### src/rtl/sel_arb_pkg.sv
// Shared types and helpers for the sel_arb request selector.
// Latency: n/a (types and pure functions only).
// Backpressure: n/a.
package sel_arb_pkg;

  typedef enum logic [1:0] {
    SEL_PRIORITY = 2'd0,
    SEL_UNIQUE   = 2'd1,
    SEL_RR       = 2'd2
  } sel_mode_e;

  // Callers zero-extend their vector to 64 bits; the channel count stays below that.
  function automatic int unsigned popcount(input logic [63:0] v);
    int unsigned c;
    c = 0;
    for (int i = 0; i < 64; i++) begin
      if (v[i]) c++;
    end
    return c;
  endfunction

  // Highest set bit wins, which for a true one-hot vector is the only set bit.
  function automatic int unsigned onehot_to_idx(input logic [63:0] oh);
    int unsigned idx;
    idx = 0;
    for (int i = 0; i < 64; i++) begin
      if (oh[i]) idx = unsigned'(i);
    end
    return idx;
  endfunction

endpackage

### src/rtl/sel_arb_pick.sv
// Circular first-match picker: scans req_i from start_i upward, wrapping modulo N.
// Latency: combinational.
// Backpressure: none; pure function of its inputs.
//   req_i   : request vector
//   start_i : index scanned first
//   gnt_o   : one-hot grant (zero when no request)
//   idx_o   : index of the granted channel
//   any_o   : at least one request present
module sel_arb_pick
  import sel_arb_pkg::*;
#(
  parameter int N = 4
) (
  input  logic [N-1:0]         req_i,
  input  logic [$clog2(N)-1:0] start_i,
  output logic [N-1:0]         gnt_o,
  output logic [$clog2(N)-1:0] idx_o,
  output logic                 any_o
);

  localparam int IW = $clog2(N);

  int c;

  always_comb begin
    gnt_o = '0;
    any_o = 1'b0;
    c     = 0;
    for (int k = 0; k < N; k++) begin
      c = (int'(start_i) + k) % N;
      if (!any_o && req_i[c]) begin
        gnt_o[c] = 1'b1;
        any_o    = 1'b1;
      end
    end
  end

  assign idx_o = IW'(onehot_to_idx(64'(gnt_o)));

endmodule

### src/rtl/sel_arb.sv
// N-channel registered request selector (priority / unique / round-robin) with violation counters.
// Latency: one cycle from transfer to out_valid_o/out_data_o/out_ch_o.
// Backpressure: in_ready_o is zero while the output register holds data and out_ready_i is low.
//   clk_i, rst_ni           : clock, async active-low reset
//   in_valid_i/in_data_i    : per-channel requests, channel i at in_data_i[i*W +: W]
//   in_ready_o              : per-channel accept (combinational)
//   out_valid_o/out_data_o/out_ch_o/out_ready_i : registered output stage
//   clr_cnt_i               : synchronous clear of both counters
//   err_multi_o/err_none_o  : registered violation pulses (UNIQUE only)
//   multi_cnt_o/none_cnt_o  : saturating violation counts
module sel_arb
  import sel_arb_pkg::*;
#(
  parameter int           N           = 4,
  parameter int           W           = 8,
  parameter int           MODE        = 0,
  parameter int           FULL_CHK    = 1,
  parameter logic [W-1:0] DEFAULT_VAL = '0,
  parameter int           CNT_W       = 8
) (
  input  logic                 clk_i,
  input  logic                 rst_ni,
  input  logic [N-1:0]         in_valid_i,
  input  logic [N*W-1:0]       in_data_i,
  output logic [N-1:0]         in_ready_o,
  output logic                 out_valid_o,
  output logic [W-1:0]         out_data_o,
  output logic [$clog2(N)-1:0] out_ch_o,
  input  logic                 out_ready_i,
  input  logic                 clr_cnt_i,
  output logic                 err_multi_o,
  output logic                 err_none_o,
  output logic [CNT_W-1:0]     multi_cnt_o,
  output logic [CNT_W-1:0]     none_cnt_o
);

  localparam int              IW        = $clog2(N);
  localparam sel_mode_e       MODE_E    = sel_mode_e'(MODE[1:0]);
  localparam bit              IS_UNIQUE = (MODE_E == SEL_UNIQUE);
  localparam bit              IS_RR     = (MODE_E == SEL_RR);
  localparam logic [IW-1:0]   LAST_CH   = IW'(N - 1);
  localparam logic [CNT_W-1:0] CNT_MAX  = '1;

  logic             out_valid_q, out_valid_d;
  logic [W-1:0]     out_data_q, out_data_d;
  logic [IW-1:0]    out_ch_q, out_ch_d;
  logic [IW-1:0]    rr_ptr_q, rr_ptr_d;
  logic             err_multi_q, err_multi_d;
  logic             err_none_q, err_none_d;
  logic [CNT_W-1:0] multi_cnt_q, multi_cnt_d;
  logic [CNT_W-1:0] none_cnt_q, none_cnt_d;

  logic             load;
  logic [IW-1:0]    start;
  logic [N-1:0]     pick_gnt;
  logic [IW-1:0]    pick_idx;
  logic             pick_any;

  assign load = !out_valid_q || out_ready_i;

  // Round-robin resumes just past the last granted channel; rr_ptr resets to N-1 so ch0 leads.
  always_comb begin
    start = '0;
    if (IS_RR) start = (rr_ptr_q == LAST_CH) ? '0 : rr_ptr_q + 1'b1;
  end

  sel_arb_pick #(.N(N)) u_pick (
    .req_i   (in_valid_i),
    .start_i (start),
    .gnt_o   (pick_gnt),
    .idx_o   (pick_idx),
    .any_o   (pick_any)
  );

  assign in_ready_o = load ? pick_gnt : '0;

  always_comb begin
    out_valid_d = out_valid_q;
    out_data_d  = out_data_q;
    out_ch_d    = out_ch_q;
    rr_ptr_d    = rr_ptr_q;
    if (load) begin
      // An idle load slot empties the register but keeps the last data/channel visible.
      out_valid_d = pick_any;
      if (pick_any) begin
        out_data_d = in_data_i[int'(pick_idx)*W +: W];
        out_ch_d   = pick_idx;
        rr_ptr_d   = pick_idx;
      end
    end
  end

  // Violations are judged only when the stage can actually load.
  always_comb begin
    err_multi_d = IS_UNIQUE && load && (popcount(64'(in_valid_i)) > 1);
    err_none_d  = IS_UNIQUE && (FULL_CHK != 0) && load && (in_valid_i == '0);
  end

  // Counters move on the same edge that raises the pulse; clear still records a coincident event.
  always_comb begin
    multi_cnt_d = multi_cnt_q;
    none_cnt_d  = none_cnt_q;
    if (clr_cnt_i) begin
      multi_cnt_d = CNT_W'(err_multi_d);
      none_cnt_d  = CNT_W'(err_none_d);
    end else begin
      if (err_multi_d && (multi_cnt_q != CNT_MAX)) multi_cnt_d = multi_cnt_q + 1'b1;
      if (err_none_d && (none_cnt_q != CNT_MAX))   none_cnt_d  = none_cnt_q + 1'b1;
    end
  end

  always_ff @(posedge clk_i or negedge rst_ni) begin
    if (!rst_ni) begin
      out_valid_q <= 1'b0;
      out_data_q  <= DEFAULT_VAL;
      out_ch_q    <= '0;
      rr_ptr_q    <= LAST_CH;
      err_multi_q <= 1'b0;
      err_none_q  <= 1'b0;
      multi_cnt_q <= '0;
      none_cnt_q  <= '0;
    end else begin
      out_valid_q <= out_valid_d;
      out_data_q  <= out_data_d;
      out_ch_q    <= out_ch_d;
      rr_ptr_q    <= rr_ptr_d;
      err_multi_q <= err_multi_d;
      err_none_q  <= err_none_d;
      multi_cnt_q <= multi_cnt_d;
      none_cnt_q  <= none_cnt_d;
    end
  end

  assign out_valid_o = out_valid_q;
  assign out_data_o  = out_data_q;
  assign out_ch_o    = out_ch_q;
  assign err_multi_o = err_multi_q;
  assign err_none_o  = err_none_q;
  assign multi_cnt_o = multi_cnt_q;
  assign none_cnt_o  = none_cnt_q;

endmodule

### config.mk
export PLATFORM = sky130hd
export DESIGN_NAME = sel_arb
export DESIGN_NICKNAME = d
export VERILOG_FILES = /design/src/rtl/sel_arb_pkg.sv /design/src/rtl/sel_arb_pick.sv /design/src/rtl/sel_arb.sv
export SDC_FILE = /design/constraint.sdc
export NUM_CORES = 1
export LEC_CHECK = 0
export BUFFER_PORTS_ARGS = -buffer_cell sky130_fd_sc_hd__buf_2
export CAP_MARGIN = 20
export CELL_PAD_IN_SITES_DETAIL_PLACEMENT = 1
export CELL_PAD_IN_SITES_GLOBAL_PLACEMENT = 1
export CORE_MARGIN = 3
export CORE_UTILIZATION = 25
export DETAILED_ROUTE_END_ITERATION = 7
export PLACE_DENSITY = 0.76
export SYNTH_ARGS = -nofsm -noshare
export SYNTH_HDL_FRONTEND = slang
export SYNTH_SLANG_ARGS = --single-unit
### constraint.sdc
create_clock -name clk_i -period 1.5 [get_ports clk_i]
set_input_delay 0 -clock clk_i [delete_from_list [all_inputs] [get_ports clk_i]]
set_output_delay 0 -clock clk_i [all_outputs]
set_load 0.005 [all_outputs]
Word level (Yosys, flattened, before mapping)
Cells that the tools add are included.
{"block": "totals", "in_bits": 40, "word_cells": 25, "output_inout_bits": 33, "reg_bits": 11}
{"block": "op_classes", "n_mux": 12, "reduce_logical": 9, "n_shift": 1}
{"cell": "indexed part select 32 x 6 -> 8 bit", "n": 1}
{"cell": "two-way mux 4 bit", "n": 2}
{"cell": "two-way mux 1 bit", "n": 6}
{"cell": "two-way mux 2 bit", "n": 3}
{"cell": "logical NOT 1 bit", "n": 4}
{"cell": "logical AND 1 bit", "n": 3}
{"cell": "two-way mux 3 bit", "n": 1}
{"cell": "AND reduction 2 bit", "n": 1}
{"cell": "logical OR 1 bit", "n": 1}

Longest topological paths before layout
Gate-level depths: netlist of the first run.
{"block": "depth", "ltp_word": 14, "ltp_mapped": 5, "ltp_nobuf": 3}

Cells and area by module
A second synthesis of the first run with hierarchy kept.
{"block": "hier_totals", "hier_cells": 109, "hier_area_um2": 1233.7}
{"mod": "sel_arb", "seq_area_each_um2": 275.3, "n_inst": 1, "area_each_um2": 765.7, "cells_each": 57}
{"mod": "sel_arb_pick", "seq_area_each_um2": 0.0, "n_inst": 1, "area_each_um2": 467.9, "cells_each": 52}

Least setup slack after synthesis of the first run
No wires, ideal clock.
{"block": "synth_path", "path_type": "register to register", "from": "register out_valid_q, in the netlist out_valid_o", "to": "register out_ch_q[0], in the netlist out_ch_o[0]", "path_buffers": 0, "required_time_ps": 1375, "period_less_slack_ps": 1233, "setup_slack_ps": 267, "setup_time_ps": 125, "arrival_time_ps": 1109, "path_stages_with_launch": 4, "cell_sequence": "dfrtp_1 -> nor2b_1 -> a21oi_4 -> mux2_2"}
{"block": "synth_between", "elab_chain_len": 3}
{"element": "from (decl)", "line_no": "sel_arb.sv:44", "rtl": "logic out_valid_q, out_valid_d;"}
{"element": "from (signal assigned)", "line_no": "sel_arb.sv:123", "rtl": "out_valid_q <= out_valid_d;"}
{"element": "logical NOT 1 bit", "line_no": "sel_arb.sv:59", "rtl": "assign load = !out_valid_q || out_ready_i;"}
{"element": "logical OR 1 bit", "line_no": "sel_arb.sv:59"}
{"element": "AND reduction 2 bit (no source line)"}
{"element": "to (signal assigned)", "line_no": "sel_arb.sv:125", "rtl": "out_ch_q <= out_ch_d;"}
{"element": "to (decl)", "line_no": "sel_arb.sv:46", "rtl": "logic [IW-1:0] out_ch_q, out_ch_d;"}
No other way between the ends.
A chain may end at the register's enable or synchronous reset.

Final worst setup path of the first run
{"block": "layout_path", "from": "register out_valid_q, in the netlist out_valid_o", "to": "register out_data_q[5], in the netlist out_data_o[5]"}
{"block": "layout_between", "elab_chain_len": 3}
{"element": "logical NOT 1 bit", "line_no": "sel_arb.sv:59"}
{"element": "logical OR 1 bit", "line_no": "sel_arb.sv:59"}
{"element": "AND reduction 2 bit (no source line)"}
{"element": "to (signal assigned)", "line_no": "sel_arb.sv:124", "rtl": "out_data_q <= out_data_d;"}
{"element": "to (decl)", "line_no": "sel_arb.sv:45", "rtl": "logic [W-1:0] out_data_q, out_data_d;"}
No other way between the ends.

==> results of run 1 <==
## cells by family (layout without fill, tap and decap cells)
| group | count (synthesis) | count (layout) | synth area share, % |
|---|---|---|---|
| AOI/OAI and AO/OA | 34 | 34 | 27.32 |
| buffers and inverters | 27 | 62 | 19.08 |
| muxes | 2 | 2 | 2.353 |
| other | 1 | 18 | 0.3918 |
| and+or+nand+nor | 39 | 39 | 22.09 |
| DFF | 11 | 11 | 28.76 |
## per-stage QoR
stage | area (µm²) | std cells | hold WS (ns)
2_1_floorplan | 1021 | 131 | -0.2956
3_3_place_gp | 1187 | 207 | -0.1224
3_5_place_dp | 1187 | 207 | -0.1212
4_1_cts | 1242 | 212 | 0.03606
5_1_grt | 1242 | 212 | 0.06937
6_report | 1242 | 212 | 0.03839
## cell type report
cell class / count / area, µm² / area share [%]
tap: 46 / 57.56 / 4.632
sequential: 11 / 275.3 / 22.16
multi-input combinational: 93 / 563.0 / 45.32
timing repair buffer: 57 / 297.8 / 23.97
clock buffer: 4 / 45.04 / 3.625
inverter: 1 / 3.754 / 0.3021
## flip-flops by register name, indices dropped and copies added (netlist names)
name and flops:
out_data_o 8, out_ch_o 2, out_valid_o 1
## worst paths after layout
check	start	endpoint	slack, ns	depth (start not counted)
min reg2reg	out_ch_o[1]	out_ch_o[1]	0.51	1
max	out_valid_o	out_data_o[5]	0.27	4
max in group asynchronous	rst_ni	out_data_o[6]	1.12	2
max reg2reg	out_valid_o	out_data_o[5]	0.27	4
min in group asynchronous	rst_ni	out_data_o[2]	0.17	2
min	in_data_i[8]	out_data_o[0]	0.04	3
## per-layer routing
layer	part of all wire [%]	vias to the layer above	GRT usage (%)
met1	39	445	16.85
met4	2.4	0	8.189
met5	0	-	0
met2	45	52	24.06
met3	14	5	5.090
li1	-	471	-
## critical path: stages, from the launching register on
cell and delay [ns]:
dfrtp_1 0.36, nor2b_1 0.31, a21oi_4 0.07, buf_4 0.18
a41oi_1 0.21
## cells in the mapped netlist (all sizes together)
library cell and n:
a21o 8, o21ai 8, conb 1, buf 25, nand3b 8, inv 1
dfrtp 11, a41oi 8, nor3 3, nand3 1, nand2b 2, mux2 2
nand2 16, clkbuf 1, nor2b 2, or4 1, a21oi 10, and3 1
or2 1, and2 1, nor2 3
## repair_timing
item	in CTS	in global routing
hold buffers	1	0
resized for setup	0	0
endpoints found under the hold margin	11	0
buffers inserted	0	0
## power breakdown
group / internal [mW] / total (mW) / leakage (nW) / switching [mW]
Combinational: 0.124 / 0.264 / 0.432 / 0.140
Sequential: 0.334 / 0.361 / 0.126 / 0.0268
Clock: 0.187 / 0.306 / 0.0228 / 0.119
Total: 0.645 / 0.931 / 0.581 / 0.286
==> flow_summary.toml, run 1 <==
[run_status]
status = "completed"

[logic_synthesis]
yosysSeqAreaShare_pct = 28.76
post_synth.cell_area_avg_um2 = 8.396
ys_ff_latch = 11
ys_warn_count = 0
syn-cell-area_um2 = 957.2
synth_area_leaders = "dfrtp_1 29%, buf_4 14%, a21oi_2 7.3%"
synth_cell_types = 28
synth_top_area_share_pct = 28.76
netlist_instances = 114
synth_largest_area_cell = "dfrtp_1"

[flow_run]
drv_cap = 0

[grt]
grt_antenna_before_repair = 0
grt_use_total_pct = 14.77
grt_pass1_wl_um = 4947
grt_max_degree = 22
grt_pass1_vias = 1023
overflow = 0

[pwr]
power-per-cell-area_nw_per_um2 = 749.6
power_uw = 931.3
irDropWorstVdd_v = 0.0002655
total_leakage_power_nw = 0.5805

[sta]
setup_violations = 0
min_period_ns = 1.229
fin_setup_tns_ns = 0
drv_slew = 0
post-route-period-util_pct = 81.96
rsz0062_at_grt = "no"
hold_violations = 0
clock_skew_ns = 0.005065
fin_ws_ns = 0.2706
max_freq_ghz = 0.8134

[finish]
diodes = 0
n_fill_cell = 457
final_common_cell = "buf_2"
fin_util_pct = 35.29
drive_gt1_share_pct = 42.77
nNetsFinal = 207
syn2layout_area_growth_pct = 29.80
layout_common_cells = "53 x buf_2, 18 x conb_1, 16 x nand2_1"

[worst_setup_path]
cp-start-kind = "flip-flop"
crit_type = "reg -> reg"
crit_arrival_ns = 1.38
crit_required_ns = 1.65
critical_path.max_fanout = 8
endpoint_kind = "flip-flop"

[route]
ant_nets = 0
drc = 0
first_pass_iters = 4
viasPerCell = 4.590
drt-wirelength-per-cell_um = 15.22
dr_total_vias = 973
drt_iter0_drc = 16
wl_um = 3227

[clock_network]
clk_pin_slew_ns = 0.05
clock_path_buffers = 2
cts_tree = "done"
htree_levels = 1
clk_latency_ns = 0.25
cts-root-buf = "clkbuf_8"
cts.sinks = 11
numCtsBuffers = 3

[floorplanning]
die_x_um = 67.88
die_area_um2 = 4607
num_rows = 21
top_level_ports = 73
fp.dieH_um = 67.88
start_util_pct = 27.19
coreArea_um2 = 3521

[placement]
gp_congestion = 0.7134
place_ws_ns = 0.2431
portBuffers = 53
dp_hpwl_um = 2571

[hold_path]
hold_class = "in -> reg"
Power figures use the tool's default switching activity.
==> inputs of run 2 (changes only) <==
==> constraint.sdc (replaced) <==
create_clock -name clk_i -period 1.15 [get_ports clk_i]
set_input_delay 0 -clock clk_i [delete_from_list [all_inputs] [get_ports clk_i]]
set_output_delay 0 -clock clk_i [all_outputs]
set_load 0.005 [all_outputs]
==> run 2 against run 1 <==
Net effect:
- hold slack better by 0.012 ns
- cell count up 4.7%
- combinational power up 54%
- critical path depth down 1
- clock-buffer cell count stayed put
- core utilization is 3.6 points higher
- die area did not move
- register-to-register slack got worse by 0.27 ns
- critical path type unchanged
- clock skew fell by 0.0043 ns
- global-route usage grew 0.17 points
- largest cell class unchanged
- via count up 5.1%
==> flow_summary.toml, run 2 (synthesis gave the netlist of run 1 again) <==
[route]
ant_nets = 0
first_pass_iters = 4
drt-wirelength-per-cell_um = 15.71
viasPerCell = 4.608
drt_iter0_drc = 28
drc = 0
dr_total_vias = 1023
wl_um = 3488

[sta]
hold_violations = 0
max_freq_ghz = 0.8724
setup_violations = 0
rsz0062_at_grt = "yes"
clock_skew_ns = 0.0007366
fin_ws_ns = 0.003737
drv_slew = 0
min_period_ns = 1.146
post-route-period-util_pct = 99.68

[floorplanning]
die_area_um2 = 4607
coreArea_um2 = 3521
top_level_ports = 73
fp.dieH_um = 67.88
die_x_um = 67.88
num_rows = 21
start_util_pct = 27.19

[placement]
gp_congestion = 0.7825
place_area_um2 = 1252
dp_hpwl_um = 2630
portBuffers = 53
place_inst = 212
place_ws_ns = -0.02421

[clock_network]
htree_levels = 1
clk_latency_ns = 0.24
clk_pin_slew_ns = 0.05
numCtsBuffers = 3
cts-root-buf = "clkbuf_8"
clock_path_buffers = 2
cts_tree = "done"
cts.sinks = 11

[worst_setup_path]
cpPeakStageDelay_ns = 0.39
cp_num_cells = 3
crit_type = "reg -> reg"
endpoint_kind = "flip-flop"
critical_path.max_fanout = 3
reg2reg_depth = 3
cpLargestDelayFamily = "flip-flops"
crit_chain = "nor2b_4, a21oi_4, mux2_4"
cp.buffers_inverters = 0
cpMaxStageDelayCell = "dfrtp_1"
cp-start-kind = "flip-flop"
timing.rr.end = "out_ch_o[0]"
crit_required_ns = 1.27
crit_arrival_ns = 1.26
r2r-start = "out_valid_o"
rrSetupSlack_ns = 0.004

[hold_path]
hold_class = "in -> reg"
min_to = "out_data_o[0]"
min_path_cells = 3
hold_path_startpoint = "in_data_i[8]"

[grt]
overflow = 0
grt_max_degree = 19
grt_pass1_vias = 1078
grt_use_total_pct = 14.94
grt_antenna_before_repair = 0
grt_pass1_wl_um = 5064

[finish]
fin_util_pct = 38.91
nNetsFinal = 217
diodes = 0
layout_common_cells = "52 x buf_2, 18 x conb_1, 16 x nand2_1"
largest_reg_flops = 8
fin_cells = 222
final_common_cell = "buf_2"
syn2layout_area_growth_pct = 43.14
drive_gt1_share_pct = 48.86
design_area_um2 = 1370

[pwr]
power_mw = 1.260
total_leakage_power_nw = 0.6554
power-per-cell-area_nw_per_um2 = 919.7
irDropWorstVdd_v = 0.0004422

[flow_run]
drv_cap = 0

[run_status]
status = "completed"
run 2: cell count changes in the layout (fill, tap and decap cells not counted), sizes merged:
| cell | before | now |
|---|---|---|
| buf | 56 | 66 |
run 2: layer usage:
layer / up-vias / track usage (%) / wire length (µm)
li1: 487 / - / -
met1: 487 / 14.84 / 1333
met2: 47 / 29.53 / 1781
met3: 2 / 5.255 / 333
met4: 0 / 2.978 / 39
met5: - / 0 / 0
run 2: how the worst max path moves through the flow:
stage          slack (ns)          start            end
3_3_place_gp         0.03  in_valid_i[2]  out_data_o[0]
2_1_floorplan       -0.03    out_valid_o    out_ch_o[0]
4_1_cts            -0.002    out_valid_o    out_ch_o[1]
6_report            0.004    out_valid_o    out_ch_o[0]
5_1_grt             -0.04    out_valid_o  out_data_o[0]
3_5_place_dp        -0.02  in_valid_i[1]  out_data_o[4]
run 2: area by class of cell:
type	instances	area [µm²]
multi-input cells	93	593.1
clock buffers	4	45.04
repair buffers	67	395.4
flip-flops and latches	11	275.3
well taps	46	57.56
inverters	1	3.754
fillers	457	2151
run 2: where the power goes:
| group | switching (mW) | internal, mW | leakage [nW] |
|---|---|---|---|
| combinational | 0.202 | 0.204 | 0.507 |
| sequential | 0.0330 | 0.435 | 0.126 |
| clock | 0.142 | 0.243 | 0.0228 |
run 2: what timing repair did:
action | CTS | global route
hold buffers | 1 | 0
gates resized for setup | 1 | 4
setup endpoints to repair | 4 | 13
endpoints found under the hold margin | 11 | 0
buffers inserted | 4 | 1
run 2: worst register-to-register path, delay by kind of cell (launching register included):
kind,cells,cell delay (ns)
compound gates,1,0.18
flops,1,0.39
mux,1,0.32
simple gates,1,0.15
run 2: through the flow:
step                      hold WS (ns)  setup TNS [ns]
after floorplan                -0.2956        -0.05815
after global placement         -0.1223               0
after detailed placement       -0.1182        -0.04577
after CTS                      0.05025       -0.003462
after global routing           0.05947         -0.3446
final                          0.05027               0
